==> src/rtl/uart_receiver.sv <==
// UART receiver: 2-flop synchronized rx, start verified at half bit, MSB-first data, one stop bit.
// Build macro RX_MAJORITY_VOTE_EN: each decision is the 2-of-3 majority of the last three rx_s.
`ifndef WORD_SIZE_p
`define WORD_SIZE_p 8
`endif
`ifndef CLOCK_FREQ_p
`define CLOCK_FREQ_p 50000000
`endif
`ifndef BAUD_RATE_p
`define BAUD_RATE_p 115200
`endif

module uart_receiver #(
    parameter int unsigned WORD_SIZE  = `WORD_SIZE_p,
    parameter int unsigned CLOCK_FREQ = `CLOCK_FREQ_p,
    parameter int unsigned BAUD_RATE  = `BAUD_RATE_p
) (
    input  logic                 clk,
    input  logic                 rst,
    input  logic                 rx,
    input  logic                 rx_read_i,
    output logic [WORD_SIZE-1:0] data_recv,
    output logic                 rx_avbl_o,
    output logic                 rx_frame_err_o,
    output logic                 rx_overrun_o,
    output logic                 rx_busy_o
);
    localparam int unsigned BIT_CLKS = CLOCK_FREQ / BAUD_RATE + 1;
    localparam int unsigned HALF     = BIT_CLKS / 2;
    localparam int unsigned BW       = $clog2(WORD_SIZE) + 1;

    localparam logic [15:0]   HalfLast = 16'(HALF - 1);
    localparam logic [15:0]   BitLast  = 16'(BIT_CLKS - 1);
    localparam logic [BW-1:0] LastBit  = BW'(WORD_SIZE - 1);

    typedef enum logic [2:0] {StIdle, StStart, StData, StStop, StBreak} state_e;

    state_e               state_q;
    logic [1:0]           sync_q;
    logic                 rx_s;
    logic [15:0]          baud_q;
    logic [BW-1:0]        bit_q;
    logic [WORD_SIZE-1:0] shift_q;
    logic [WORD_SIZE-1:0] data_q;
    logic                 avbl_q;
    logic                 ferr_q;
    logic                 ovr_q;
    logic                 busy_q;
    logic                 sample;

    assign rx_s = sync_q[1];

`ifdef RX_MAJORITY_VOTE_EN
    // Samples from decision counter -2 and -1; the counter advances every cycle up to a decision.
    logic [1:0] hist_q;

    always_ff @(posedge clk) begin
        if (rst) begin
            hist_q <= 2'b11;
        end else begin
            hist_q <= {hist_q[0], rx_s};
        end
    end

    assign sample = (hist_q[1] & hist_q[0]) | (hist_q[1] & rx_s) | (hist_q[0] & rx_s);

    if (BIT_CLKS < 6) begin : g_bit_clks_check
        $error("uart_receiver: majority vote needs BIT_CLKS >= 6");
    end
`else
    assign sample = rx_s;
`endif

    always_ff @(posedge clk) begin
        if (rst) begin
            state_q <= StIdle;
            sync_q  <= 2'b11;
            baud_q  <= '0;
            bit_q   <= '0;
            shift_q <= '0;
            data_q  <= '0;
            avbl_q  <= 1'b0;
            ferr_q  <= 1'b0;
            ovr_q   <= 1'b0;
            busy_q  <= 1'b0;
        end else begin
            sync_q <= {sync_q[0], rx};
            ferr_q <= 1'b0;
            if (rx_read_i && avbl_q) begin
                avbl_q <= 1'b0;
                ovr_q  <= 1'b0;
            end
            unique case (state_q)
                StIdle: begin
                    if (!rx_s) begin
                        state_q <= StStart;
                        baud_q  <= '0;
                        busy_q  <= 1'b1;
                    end
                end
                StStart: begin
                    if (baud_q == HalfLast) begin
                        if (!sample) begin
                            state_q <= StData;
                            baud_q  <= '0;
                            bit_q   <= '0;
                        end else begin
                            state_q <= StIdle;
                            busy_q  <= 1'b0;
                        end
                    end else begin
                        baud_q <= baud_q + 16'd1;
                    end
                end
                StData: begin
                    if (baud_q == BitLast) begin
                        shift_q <= {shift_q[WORD_SIZE-2:0], sample};
                        baud_q  <= '0;
                        bit_q   <= bit_q + 1'b1;
                        if (bit_q == LastBit) begin
                            state_q <= StStop;
                        end
                    end else begin
                        baud_q <= baud_q + 16'd1;
                    end
                end
                StStop: begin
                    if (baud_q == BitLast) begin
                        baud_q <= '0;
                        if (sample) begin
                            data_q  <= shift_q;
                            avbl_q  <= 1'b1;
                            // A same-cycle read consumes the old word, so no overrun.
                            ovr_q   <= avbl_q && !rx_read_i;
                            state_q <= StIdle;
                            busy_q  <= 1'b0;
                        end else begin
                            ferr_q  <= 1'b1;
                            state_q <= StBreak;
                        end
                    end else begin
                        baud_q <= baud_q + 16'd1;
                    end
                end
                StBreak: begin
                    if (rx_s) begin
                        state_q <= StIdle;
                        busy_q  <= 1'b0;
                    end
                end
                default: begin
                    state_q <= StIdle;
                    busy_q  <= 1'b0;
                end
            endcase
        end
    end

    assign data_recv      = data_q;
    assign rx_avbl_o      = avbl_q;
    assign rx_frame_err_o = ferr_q;
    assign rx_overrun_o   = ovr_q;
    assign rx_busy_o      = busy_q;

endmodule

==> config.mk <==
export PLATFORM = sky130hd
export DESIGN_NAME = uart_receiver
export DESIGN_NICKNAME = d
export VERILOG_FILES = /design/src/rtl/uart_receiver.sv
export SDC_FILE = /design/constraint.sdc
export NUM_CORES = 1
export LEC_CHECK = 0
export ABC_AREA = 1
export ABC_CLOCK_PERIOD_IN_PS = 4000
export CORE_MARGIN = 3
export CORE_UTILIZATION = 26
export CTS_CLUSTER_DIAMETER = 60
export DETAILED_ROUTE_END_ITERATION = 8
export SETUP_SLACK_MARGIN = 0.5
export SYNTH_ARGS = -nofsm -noshare
export SYNTH_HDL_FRONTEND = slang
export SYNTH_SLANG_ARGS = --single-unit
==> constraint.sdc <==
create_clock -name clk -period 4 [get_ports clk]
set_clock_uncertainty 0.2 [all_clocks]
set_input_delay 0.4 -clock clk [delete_from_list [all_inputs] [get_ports clk]]
set_output_delay 0.4 -clock clk [all_outputs]
set_load 0.02 [all_outputs]
==> results of run 1 <==
[cell type report]
class / count / area [µm²] / area share
Clock inverter: 2 / 16.3 / 0.00577
Inverter: 36 / 138 / 0.0488
Clock buffer: 6 / 82.6 / 0.0293
Multi-Input combinational cell: 283 / 1370 / 0.486
Timing Repair Buffer: 15 / 150 / 0.0532
Sequential cell: 45 / 901 / 0.319
Tap cell: 129 / 161 / 0.0572
[worst max-delay path: cells and delay by family]
family	cells	cell delay, ps
AO/OA/AOI/OAI	1	230
buffers and inverters	2	1450
AND/OR/NAND/NOR	1	140
[placed cells by master, fill, tap and decap left out, types with 2 or more instances in the layout]
cell type	synthesis	layout
or2_2	2	2
nand3_1	32	32
a21o_1	2	2
a21oi_1	23	23
nor2_4	5	5
a31oi_1	2	2
inv_1	29	29
ha_1	4	4
clkdlybuf4s50_1	0	15
nand2_2	6	6
nand2_1	80	80
nor2_2	4	4
clkbuf_8	0	6
dfxtp_1	45	45
inv_2	5	5
nand3_2	3	3
nand4_1	7	7
o21ai_0	22	22
nor3_1	7	7
nor2_1	74	74
[through the flow]
step	power, W	area (µm²)	instances	setup slack [ps]	util
floorplan	0.000947	2500	378	2330	-
global placement	0.00103	2720	508	1500	0.293
detailed placement	0.00103	2720	508	1460	0.293
CTS	0.00134	2820	516	1780	0.304
global route	0.00143	2820	516	1600	0.304
finish	0.00133	2820	516	1800	0.304
[cells by family (layout without fill, tap and decap cells)]
group | count (synthesis) | count (layout)
DFF | 45 | 45
and+or+nand+nor | 225 | 225
buffers and inverters | 50 | 59
adders and majority gates | 4 | 4
xor gates and xnor gates | 1 | 1
AOI/OAI and AO/OA | 53 | 53
[path summary, 6_finish.rpt]
check / to / slack, ps / cells past startpoint
max: data_recv[7]$_SDFFE_PP0P_ / 1800 / 4
min: sync_q[1]$_SDFF_PP1_ / 220 / 1
max reg2reg: rx_overrun_o$_SDFF_PP0_ / 1910 / 8
min reg2reg: sync_q[1]$_SDFF_PP1_ / 220 / 1
[where the power goes]
group          internal, W  leakage (nW)  switching (W)
clock             0.000142        0.0478       0.000167
sequential        0.000473         0.364      0.0000347
combinational     0.000155         0.738       0.000362
[state kept, by name (all words and copies together), names as in the netlist]
name	flops
rx_busy_o	1
rx_overrun_o	1
data_recv	8
baud_q	16
bit_q	4
sync_q	2
shift_q	8
rx_avbl_o	1
rx_frame_err_o	1
state_q	3
[metal layers]
metal | global-route usage | part of all wire | vias up
li1 | - | - | 1231
met1 | 0.135 | 0.48 | 1061
met2 | 0.186 | 0.47 | 51
met3 | 0.0217 | 0.042 | 6
met4 | 0.0323 | 0.013 | 0
met5 | 0 | 0 | -
==> results.cfg, run 1 <==
[placed_design]
numPortBuffers = 15
gp_congestion = 0.869
dpl.hpwl_um = 4080

[global_routing]
overflow = 0
antenna_found_initial = 0
grt_start_max_net_pins = 31
grt_usage = 0.107
grt_first_pass_wirelength_um = 9760
grt_pass1_vias = 2159

[yosys]
synth_compound_area_frac = 0.115
avgSynthCellArea_um2 = 6.62
netlist_top_cells_count = nand2_1 (80), nor2_1 (74), dfxtp_1 (45)
synth_edf_count = 0
synth.most_common_cell = nand2_1
yosys.area_share.xor_xnor = 0.00350
synthCells = 378
synth-async-reset-ratio = 0
ys_seq_area_frac = 0.360
synth_cell_type_count = 35
synth_top_family_by_area = simple AND/OR/NAND/NOR gates
synth_area_leaders = dfxtp_1 (36%), nand2_1 (12%), nor2_1 (11%), nand3_1 (6.4%), a21oi_1 (4.6%)
yosys.area_share.simple = 0.410
yosys-mux-area-fraction = 0
syn_area_um2 = 2500
yosysTopAreaCellShare = 0.360
ys_ff_latch = 45
syn-num-nets = 386
yosysTopAreaCell = dfxtp_1
yosys_warnings = 0
synth_fa_ha_area_frac = 0.0200
ys.flop_type = dfxtp_1

[route]
drc = 0
wire_per_inst_um = 11.2
viasPerCell = 4.55
vias = 2349
firstDrtPassIters = 4
postRouteAntennaNets = 0
drt_iter0_markers = 181
wirelength_um = 5780

[setup_path]
critPathKind = input pin to flop
slowest_stage = inv_1
cp-start-kind = input pin
crit_required_ps = 4040
max_stage_delay_ps = 770
reg2reg_from = baud_q[0]$_SDFFE_PP0P_
crit_start = rst
path_max_fanout = 30
worstSetupEndpointType = flop
path_cells = clkdlybuf4s50_1 -> inv_1 -> o21ai_0 -> nor2_1
crit_arrival_ps = 2240

[clocking]
postCtsSetupBuffers = 0
cts.sinks = 45
clockBufferDepth = 2
numCtsBuffers = 5
clkSlewWorstSetupHoldPaths_ps = 90
tritoncts = built
ctsHoldBuffers = 0
htreeDepth = 2
cts-root-buf = clkbuf_8
clk_latency_ps = 310
cts_resized = 0

[sta]
fmax_ghz = 0.455
maxSlewHeadroom = 0.425
min_period_over_period = 0.549
timing.final.crit_period_ps = 2200
hold_slack_ps = 216
finalHoldViolCount = 0
rsz0062_at_grt = false
setup_violations = 0
tns_ps = 0
report.final.slew_viol_count = 0
tightest_slew_ps = 861

[final_layout]
antenna_cells = 0
fillers = 1048
area_delta_synth_final_pct = 12.7
nNetsFinal = 394
drive_gt1_frac = 0.0982

[floorplanning]
rows = 35
core_area_um2 = 9280
die_w_um = 104
start_util = 0.270
die_y_um = 104
top_level_ports = 16
dieArea_um2 = 10800

[status]
status = completed

[power_and_ir_drop]
vdd_ir_drop_max_mv = 0.152
p_leak_nw = 1.15
power_density_nw_per_um2 = 473

[hold_path]
min_from = sync_q[0]$_SDFF_PP1_
worstHoldPathType = flop to flop

[job]
cap_violations = 0
No activity file was read; power rests on OpenSTA's default activity.
==> run 2: changes to the inputs <==
Settings changed: ABC_CLOCK_PERIOD_IN_PS 4000 to 2100.
Clock period 4 ns to 2.1 ns, I/O delays scaled along.
==> run 2 against run 1 <==
  * Cell count rose by 5.6%
  * Clock power rose by 140%
  * Die area did not move
  * Sequential share of layout area fell by 5.6 points
  * Non-clock buffer count rose by 25
  * First-iteration DRC count fell by 4.4%
  * Highest routed layer unchanged
  * Power rose to 2.5 times the previous value
  * Utilization rose by 7.8 points
  * Flip-flop and latch count did not move
==> results.cfg, run 2 (same netlist as run 1, synthesis figures left out) <==
[clocking]
htreeDepth = 2
numCtsBuffers = 5
cts-root-buf = clkbuf_8
clk_latency_ps = 310
clkSlewWorstSetupHoldPaths_ps = 90
tritoncts = built
cts.sinks = 45
ctsHoldBuffers = 0
clockBufferDepth = 2

[job]
cap_violations = 0

[setup_path]
crit_arrival_ps = 1780
max_stage_delay_ps = 380
path_cells = inv_6 -> ha_4 -> nand2_4 -> nor2_4 -> nand2_4 -> or2_4 -> buf_12 -> nor2_4 -> nor2_1
crit_required_ps = 2120
cp-start-kind = flop
critPathKind = flop to flop
path_max_fanout = 8
worstSetupEndpointType = flop
slowest_stage = dfxtp_4

[global_routing]
overflow = 0
grt_pass1_vias = 2467
grt_first_pass_wirelength_um = 11600
grt_start_max_net_pins = 18
grt_usage = 0.126
antenna_found_initial = 0

[placed_design]
dp_cells = 518
dpl.hpwl_um = 4360
gp_congestion = 0.825
numPortBuffers = 15

[sta]
rsz0062_at_grt = true
fmax_ghz = 0.568
min_period_over_period = 0.838
finalHoldViolCount = 0
tightest_slew_ps = 397
tns_ps = 0
setup_violations = 0
report.final.slew_viol_count = 0
maxSlewHeadroom = 0.733
timing.final.crit_period_ps = 1760

[floorplanning]
dieArea_um2 = 10800
core_area_um2 = 9280
top_level_ports = 16
rows = 35
die_y_um = 104
start_util = 0.270
die_w_um = 104

[power_and_ir_drop]
power_density_nw_per_um2 = 953
power_w = 0.00338
p_leak_nw = 1.44
vdd_ir_drop_max_mv = 0.361

[final_layout]
final-instance-count-excl-fill = 545
area_delta_synth_final_pct = 41.7
final_common_cell = nand2_1
final_cell_mix = nand2_1 (68), nor2_1 (52), nand3_1 (27), dfxtp_1 (27), inv_1 (24)
nNetsFinal = 423
antenna_cells = 0
fillers = 963
largest-register = baud_q
largest_register_ffs = 16
drive_gt1_frac = 0.339

[status]
status = completed

[route]
firstDrtPassIters = 4
vias = 2573
drc = 0
wirelength_um = 7050
viasPerCell = 4.72
drt_iter0_markers = 173
wire_per_inst_um = 12.9
postRouteAntennaNets = 0

[hold_path]
worstHoldPathType = flop to flop
## run 2: repair_timing
item	CTS	global route
pin swaps	22	20
endpoints found under the hold margin	0	0
setup buffers	10	5
setup endpoints to repair	54	42
gates cloned	4	0
gates resized for setup	89	37
## run 2: stage by stage
stage | utilization | setup slack [ps] | hold WS [ps] | instance area [µm²]
after floorplan | - | 487 | 83.0 | 2550
after global placement | 0.306 | 202 | 195 | 2850
after detailed placement | 0.306 | 155 | 203 | 2850
after CTS | 0.365 | 355 | 229 | 3390
after global routing | 0.382 | 238 | 241 | 3550
final | 0.382 | 340 | 224 | 3550
## run 2: per-layer routing
layer | up-vias | track usage | routed length, µm
li1 | 1296 | - | -
met1 | 1226 | 0.161 | 3140
met2 | 43 | 0.211 | 3570
met3 | 8 | 0.0242 | 241
met4 | 0 | 0.0475 | 105
met5 | - | 0 | 0
## run 2: critical path: cells and delay by family (launching register included)
kind,cells,cell delay [ps]
adders and majority gates,1,160
and+or+nand+nor,6,680
buffers and inverters,2,250
DFF,1,380
## run 2: layout make-up
type	count	area, µm²	area share
Clock buffer	6	82.6	0.0233
Clock inverter	2	41.3	0.0116
Inverter	36	153	0.0430
Multi-Input combinational cell	287	1790	0.504
Sequential cell	45	933	0.263
Tap cell	129	161	0.0455
Timing Repair Buffer	40	389	0.110
## run 2: path summary, 6_finish.rpt
check	from	end	slack [ps]	depth (start not counted)
worst max register to register	baud_q[0]$_SDFFE_PP0P_	data_recv[0]$_SDFFE_PP0P_	340	9
worst min-delay path	sync_q[0]$_SDFF_PP1_	sync_q[1]$_SDFF_PP1_	220	1
worst min register to register	sync_q[0]$_SDFF_PP1_	sync_q[1]$_SDFF_PP1_	220	1
worst max-delay path	baud_q[0]$_SDFFE_PP0P_	data_recv[0]$_SDFFE_PP0P_	340	9
## run 2: power breakdown
| part | internal, W | switching, W | total, W |
|---|---|---|---|
| combinational | 0.000631 | 0.00102 | 0.00165 |
| sequential | 0.000911 | 0.0000824 | 0.000994 |
| clock | 0.000396 | 0.000337 | 0.000733 |
| total | 0.00194 | 0.00144 | 0.00338 |
==> run 3: changes to the inputs <==
Settings changed: ABC_CLOCK_PERIOD_IN_PS 2100 to 1750.
Clock period 2.1 ns to 1.75 ns, I/O delays scaled along.
==> run 3 against run 2 <==
  * The run now ends with setup timing left
  * Clock-buffer cell count down 1
  * Hold slack worse by 6.0 ps
  * Register-to-register slack worse by 350 ps
  * Power up 29%
  * Cell count up 5.0%
  * Utilization up 4.5 points
  * Via count up 3.6%
  * Wire length up 5.3%
==> results.cfg, run 3 (same netlist as run 1, synthesis figures left out) <==
[status]
status = complete, but fails checks
violations = setup timing

[route]
drt_iter0_markers = 87
wirelength_um = 7430
postRouteAntennaNets = 0
drc = 0
viasPerCell = 4.66
firstDrtPassIters = 4
wire_per_inst_um = 13.0
vias = 2666

[sta]
finalHoldViolCount = 0
tightest_slew_ps = 436
worst_slack_ps = -10.2
fmax_ghz = 0.568
min_period_over_period = 1.01
maxSlewHeadroom = 0.706
rsz0062_at_grt = true
report.final.slew_viol_count = 0
timing.final.crit_period_ps = 1760
setup_violations = 1

[global_routing]
grt_usage = 0.129
grt_pass1_vias = 2602
grt_start_max_net_pins = 31
antenna_found_initial = 0
grt_first_pass_wirelength_um = 11800
overflow = 0

[power_and_ir_drop]
vdd_ir_drop_max_mv = 0.548
power_density_nw_per_um2 = 1100
p_leak_nw = 1.64
power_w = 0.00435

[clocking]
numCtsBuffers = 5
clk_latency_ps = 310
clockBufferDepth = 2
cts.sinks = 45
htreeDepth = 2
tritoncts = built
cts-root-buf = clkbuf_8
clkSlewWorstSetupHoldPaths_ps = 100

[setup_path]
worstSetupEndpointType = flop
crit_required_ps = 1760
critPathKind = flop to flop
cp-start-kind = flop
path_max_fanout = 5
crit_arrival_ps = 1770

[final_layout]
area_delta_synth_final_pct = 58.3
antenna_cells = 0
largest_register_ffs = 16
multiInputGateArea_um2 = 1970
final_cell_mix = nand2_1 (51), nor2_1 (46), buf_4 (38)
largest-register = baud_q
fillers = 918
drive_gt1_frac = 0.512
final_common_cell = nand2_1
nNetsFinal = 450
seq_area_um2 = 932

[floorplanning]
die_y_um = 104
core_area_um2 = 9280
dieArea_um2 = 10800
rows = 35
die_w_um = 104
top_level_ports = 16
start_util = 0.270

[placed_design]
dp_slack_ps = -57.6
gp_congestion = 0.882
numPortBuffers = 15
dpl.hpwl_um = 4800

[hold_path]
worstHoldPathType = input pin to flop

[job]
cap_violations = 0
[run 3: changes by cell type in the layout (fill, tap and decap cells not counted), sizes merged]
cell / previous run / this run
nand2: 90 / 87
buf: 25 / 68
nor2: 84 / 83
clkbuf: 6 / 5
dlygate4sd2: 12 / 0
clkinv: 1 / 2
[run 3: path summary, 6_finish.rpt]
kind	to	slack, ps	cells after the start	startpoint
max	rx_busy_o$_SDFFE_PP0P_	-10	10	baud_q[1]$_SDFFE_PP0P_
min	sync_q[0]$_SDFF_PP1_	220	2	rx
min reg2reg	sync_q[1]$_SDFF_PP1_	250	1	sync_q[0]$_SDFF_PP1_
max reg2reg	rx_busy_o$_SDFFE_PP0P_	-10	10	baud_q[1]$_SDFFE_PP0P_
[run 3: per-layer routing]
metal  up-vias  part of all wire  track usage
li1       1344                 -            -
met1      1273              0.45        0.156
met2        37              0.51        0.220
met3        12             0.025       0.0292
met4         0             0.019       0.0532
met5         -                 0            0
[run 3: through the flow]
stage               cell area, µm²  hold WS [ps]  utilization  std cells  setup TNS, ps
floorplan                     2640          48.0            -        378              0
global placement              3140           232        0.338        542           -235
detailed placement            3140           218        0.338        542           -418
CTS                           3580           222        0.385        566              0
global route                  3960           221        0.427        572           -762
finish                        3960           218        0.427        572          -10.2
[run 3: what timing repair did]
action	4_1_cts	5_1_grt
hold buffers	0	0
buffers inserted	14	6
endpoints found under the setup margin	55	43
gates cloned	2	0
resized for setup	120	89
pin swaps	31	34
[run 3: layout make-up]
cell class | count | share of cell area
multi-input cells | 283 | 0.497
inverters | 36 | 0.0395
clock buffers | 5 | 0.0174
flip-flops and latches | 45 | 0.235
well taps | 129 | 0.0407
repair buffers | 71 | 0.158
clock inverters | 3 | 0.0126
[run 3: report_power, final]
group	total [W]	internal (W)	switching, W
Clock	0.000852	0.000438	0.000413
Combinational	0.00232	0.000993	0.00133
Sequential	0.00117	0.00109	0.0000864
[run 3: worst max-delay path: stages, from the launching register on]
cell	delay, ps
dfxtp_4	390
inv_2	70
ha_4	150
nand3_4	70
nor2_4	130
nand2_2	70
nand2_4	90
buf_12	120
nand4_1	150
o21ai_1	170
nor2_1	60
